<file path="config.mk">
export PLATFORM = sky130hd
export DESIGN_NAME = insn_sequencer
export DESIGN_NICKNAME = d
export VERILOG_FILES = /design/src/rtl/insn_sequencer.sv
export SDC_FILE = /design/constraint.sdc
export NUM_CORES = 1
export LEC_CHECK = 0
export CAP_MARGIN = 15
export CORE_AREA = 2 2 49 62
export DETAILED_ROUTE_END_ITERATION = 8
export DIE_AREA = 0 0 51 64
export GPL_ROUTABILITY_DRIVEN = 0
export PLACE_DENSITY = 0.78
export SLEW_MARGIN = 5
export SYNTH_ARGS = -nofsm -noshare
export SYNTH_HDL_FRONTEND = slang
export SYNTH_SLANG_ARGS = --single-unit
export TNS_END_PERCENT = 10
</file>
<file path="constraint.sdc">
create_clock -name clk -period 2.6 [get_ports clk]
set_clock_uncertainty 0.2 [all_clocks]
set_input_delay 0.52 -clock clk [delete_from_list [all_inputs] [get_ports clk]]
set_output_delay 0.52 -clock clk [all_outputs]
set_load 0.1 [all_outputs]
</file>
<file path="src/rtl/insn_sequencer.sv">
// Instruction sequencer: fetches from ROM, executes and waits on data memory.
// It also tracks the pc and the compare flag used by conditional branches.
module insn_sequencer #(
  parameter int DATA_WIDTH = 8
) (
  input  logic                  clk,
  input  logic                  reset,
  input  logic                  start,
  input  logic                  romReady,
  input  logic                  memReady,
  input  logic                  halt,
  input  logic                  branch,
  input  logic                  jump,
  input  logic                  relative,
  input  logic                  regWrite,
  input  logic                  memoryRead,
  input  logic                  memoryWrite,
  input  logic                  compare,
  input  logic [DATA_WIDTH-1:0] destBranchJump,
  input  logic                  compareIn,
  output logic [DATA_WIDTH-1:0] pc,
  output logic                  romRequest,
  output logic                  insnLoad,
  output logic                  regWriteEn,
  output logic                  memReadEn,
  output logic                  memWriteEn,
  output logic                  busy,
  output logic                  halted
);

  typedef enum logic [2:0] {
    IDLE    = 3'd0,
    FETCH   = 3'd1,
    EXECUTE = 3'd2,
    MEMORY  = 3'd3,
    HALTED  = 3'd4
  } state_t;

  state_t                state_q, state_d;
  logic [DATA_WIDTH-1:0] pc_q, pc_d;
  logic                  cmp_flag_q, cmp_flag_d;

  logic [DATA_WIDTH-1:0] pc_inc;
  logic [DATA_WIDTH-1:0] pc_target;
  logic [DATA_WIDTH-1:0] pc_next;

  // Branch condition uses the flag as it stood before this instruction.
  always_comb begin
    pc_inc    = pc_q + DATA_WIDTH'(1);
    pc_target = relative ? (pc_q + destBranchJump) : destBranchJump;
    pc_next   = (jump || (branch && cmp_flag_q)) ? pc_target : pc_inc;
  end

  always_comb begin
    state_d    = state_q;
    pc_d       = pc_q;
    cmp_flag_d = cmp_flag_q;
    romRequest = 1'b0;
    insnLoad   = 1'b0;
    regWriteEn = 1'b0;
    memReadEn  = 1'b0;
    memWriteEn = 1'b0;
    busy       = 1'b0;
    halted     = 1'b0;

    if (reset) begin
      // Reset also masks any strobe that would otherwise fire this cycle.
      state_d    = IDLE;
      pc_d       = '0;
      cmp_flag_d = 1'b0;
    end else begin
      unique case (state_q)
        IDLE: begin
          if (start) state_d = FETCH;
        end
        FETCH: begin
          busy       = 1'b1;
          romRequest = 1'b1;
          if (romReady) begin
            insnLoad = 1'b1;
            state_d  = EXECUTE;
          end
        end
        EXECUTE: begin
          busy = 1'b1;
          if (halt) begin
            state_d = HALTED;
          end else if (memoryRead || memoryWrite) begin
            state_d = MEMORY;
          end else begin
            regWriteEn = regWrite;
            if (compare) cmp_flag_d = compareIn;
            pc_d    = pc_next;
            state_d = FETCH;
          end
        end
        MEMORY: begin
          busy       = 1'b1;
          memWriteEn = memoryWrite;
          memReadEn  = memoryRead && !memoryWrite;
          if (memReady) begin
            regWriteEn = regWrite;
            pc_d       = pc_inc;
            state_d    = FETCH;
          end
        end
        HALTED: begin
          halted = 1'b1;
        end
        default: begin
          state_d = IDLE;
        end
      endcase
    end
  end

  always_ff @(posedge clk) begin
    state_q    <= state_d;
    pc_q       <= pc_d;
    cmp_flag_q <= cmp_flag_d;
  end

  assign pc = pc_q;

endmodule

</file>
Word-level counts from Yosys, hierarchy flattened --
Cells that the tools add are included.
Operators by class: bitwise logic cells 3, reduce and logical (&&, ||, !) cells 11, add/subtract/negate cells 2, equality and inequality tests 9, multiplexer cells 30
Operator list (count):
- 8-bit 2-to-1 mux | 5
- 1-bit 2-to-1 mux | 17
- 8-bit case mux with 2 select lines | 1
- 3-bit case mux with 5 select lines | 1
- 3-bit 2-to-1 mux | 4
- 4-bit AND reduction | 3
- 2-bit inequality test (second input constant) | 5
- 8-bit by 1-bit adder with 8-bit output (second input constant) | 1
- 8-bit adder | 1
- 3-bit by 2-bit equality test with 1-bit output (second input constant) | 2
- 3-bit by 1-bit equality test with 1-bit output (second input constant) | 1
- 3-bit equality test (second input constant) | 1
- 3-bit logical NOT | 1
- 1-bit inverter | 3
- 3-bit OR reduction | 1
- 1-bit logical AND | 2
- 1-bit logical OR | 2
- 2-bit 2-to-1 mux | 1
- 1-bit case mux with 2 select lines | 1
- 2-bit nonzero test | 1
- 1-bit logical NOT | 1
Storage, ports and cells: bits of input ports 22, register bits after elaboration 12

Logic depth before layout (Yosys ltp) --
depth in word-level cells 6, gate-level depth with buffers 9, depth with buffers taken out 9

Worst setup path before layout --
OpenSTA, ideal clock, no wires.
path type input-to-output, start point input port reset, end point output port insnLoad, required time 1.880 ns, arrival 4.829 ns, buffers on the path 1, cell stages on the path 3, path slack -2.949 ns, cell sequence clkbuf_8 nor4b_1 and2_1
Between the ends: longest elaborated chain between the ends 1
Ends and longest elaborated chain:
- start, declared | line 7 | input logic reset,
- 1-bit 2-to-1 mux | line 66 | if (reset) begin
- end, declared | line 23 | output logic insnLoad,
Every way passes these cells.

Final worst setup path --
start point input port memoryRead, end point output port regWriteEn
Between the ends: longest elaborated chain between the ends 5
Ends and longest elaborated chain:
- start, declared | line 16 | input logic memoryRead,
- 1-bit logical OR | line 88 | end else if (memoryRead || memoryWrite) begin
- 1-bit 2-to-1 mux | line 88
- 1-bit 2-to-1 mux | line 86 | if (halt) begin
- 1-bit case mux with 2 select lines | line 72 | unique case (state_q)
- 1-bit 2-to-1 mux | line 66
- end, declared | line 24 | output logic regWriteEn,
Every way passes these cells.

==> results.yml <==
outcome:
  outcome: "finished, final reports clean"
power:
  p_leak_nw: 0.749
  p_per_area_mw_per_mm2: 297
  vdd_drop_max_v: 0.000165
layout:
  drive_above_1_share: 0.220
  antenna_cells: 0
  nFillCells: 234
  stdcell_count: 234
  post-route-util: 0.663
  fin_nets: 233
  synthToLayoutAreaGrowth_pct: 45.7
yosys:
  synth_edf_count: 0
  yosysMostFrequentCell: "nor2_1"
  synth_seq_cells: 12
  ys_types: 47
  synth_top_area_frac: 0.199
  yosysTopAreaCell: "dfxtp_1"
  synth_cells: 157
  synth_fp_nets: 188
  synthesis.area_mm2: 0.00121
  yosysWarnings: 0
  async_reset_ff_frac: 0
  synth-main-ff-cell: "dfxtp_1"
  synthTopCellsByArea: "dfxtp_1 (20%), ha_1 (8.3%), a21oi_1 (5.8%)"
  synth_common_cells: "nor2_1 (16), a21oi_1 (14), dfxtp_1 (12)"
  synth.avg_cell_area_um2: 7.70
  ys_seq_area_frac: 0.199
routing:
  firstDrtPassIters: 4
  antenna_left: 0
  wl_per_cell_um: 13.2
  drc: 0
  finalWirelength_um: 3080
  vias_per_cell: 5.64
  drtIter0Drc: 32
  vias: 1320
global_route:
  grt_max_degree: 15
  first_global_vias: 1259
  grt_first_pass_wirelength_um: 5180
  antenna_found_initial: 0
  grt_usage: 0.204
  grt.overflow.total: 0
hold_path:
  hp-class: "reg2reg"
  hold_start: "cmp_flag_q$_SDFFE_PP0P_"
floorplanning:
  start_util: 0.455
  die_width_um: 51
  ios: 37
  die_y_um: 64
  fp.coreArea_mm2: 0.00265
  rows: 21
  die_area_mm2: 0.00326
timing:
  finalMaxSlewViolations: 0
  relSlewSlack: 0.704
  worst_pin_slew_ps: 444
  finalHoldViolCount: 0
  fin_crit_ps: 2500
  setup_ws_ps: 105
  fin_crit_sh: 0.960
  whs_ps: 299
  timing.fmax_mhz: 401
  setup_viol: 0
  rsz0062_at_grt: "false"
worst_setup_path:
  cp.required_ps: 1880
  path_class: "in2out"
  crit_start: "memoryRead"
  crit_path_end_kind: "output pin"
  r2r-start: "pc[0]$_SDFFE_PP0P_"
  cp.arrival_ps: 1780
  cp-start-kind: "input port"
  cp_max_fo: 2
cts:
  cts_tree: "done"
  cts_setup_buffers: 0
  numCtsBuffers: 3
  cts_htree_levels: 1
  insertion_delay_ps: 280
  clock_sinks: 12
  clk_pin_slew_ps: 70
  cts-root-buf: "clkbuf_4"
  clockBufferDepth: 2
placed_design:
  dp_slack_ps: -162
  place_inst: 231
  port_buffers: 36
  hpwl_um: 2560
flow_run:
  maxCapViolCount: 0
path summary, 6_finish.rpt:
path / to / slack [ps] / cells after the start
worst max-delay path: regWriteEn / 100 / 6
worst max register to register: pc[6]$_SDFFE_PP0P_ / 440 / 9
worst min register to register: cmp_flag_q$_SDFFE_PP0P_ / 300 / 2
worst min-delay path: cmp_flag_q$_SDFFE_PP0P_ / 300 / 2
cell families after synthesis:
logic type,share of synthesized area
AO/OA/AOI/OAI,0.284
buffers and inverters,0.0921
AND/OR/NAND/NOR,0.241
multiplexers,0.0414
XOR/XNOR,0.0435
flip-flops,0.199
adder cells (fa/ha/maj),0.0994
area by class of cell:
type                            instances  area [um2]  share of cell area
Sequential cell                        12         240               0.136
Timing Repair Buffer                   50         515               0.293
Inverter                                8        30.0              0.0171
Multi-Input combinational cell        127         910               0.517
Clock buffer                            3        22.5              0.0128
Tap cell                               34        42.5              0.0242
registers in the layout, summed over array words and instances (netlist names):
name and cells:
cmp_flag_q 1, pc 8, state_q 3
critical path, stage by stage:
cell             delay, ps
clkdlybuf4s50_1        430
nor2_2                 130
a22o_1                 150
nand2_1                 90
nor3b_2                240
buf_12                 210
metrics by stage:
stage	cell area, um2	power (mW)	setup TNS, ps
3_3_place_gp	1730	0.403	-141
4_1_cts	1760	0.525	0
6_report	1760	0.522	0
5_1_grt	1760	0.552	0
2_1_floorplan	1260	0.330	-1860
3_5_place_dp	1730	0.408	-417
layer usage:
layer / track usage / vias to the layer above / routed length, um
met2: 0.398 / 49 / 1660
met1: 0.213 / 602 / 1210
met5: 0 / - / 0
met4: 0.0811 / 0 / 40
li1: - / 665 / -
met3: 0.0234 / 4 / 172
cells in the final DEF, fill, tap and decap left out, drive strengths merged, types with 3 or more instances in the layout:
cell,n
a211oi,7
nand2b,3
nor3b,3
nor3,6
xor2,4
nand2,8
a21o,3
nand3,4
clkdlybuf4s50,21
a21oi,15
clkbuf,3
nor2,16
buf,29
inv,8
mux2i,5
nand3b,3
dfxtp,12
nor2b,3
ha,8
o21ai,12
repair_timing:
| action | in CTS | in global routing |
|---|---|---|
| hold buffers | 0 | 0 |
| resized for setup | 0 | 3 |
| endpoints found under the setup margin | 0 | 2 |
report_power, final:
part	switching, mW	total (mW)	internal, mW
sequential	0.0141	0.203	0.189
clock	0.0629	0.117	0.0537
combinational	0.108	0.203	0.0946
total	0.185	0.522	0.337
Note: power is estimated with default switching activity, not from simulation.
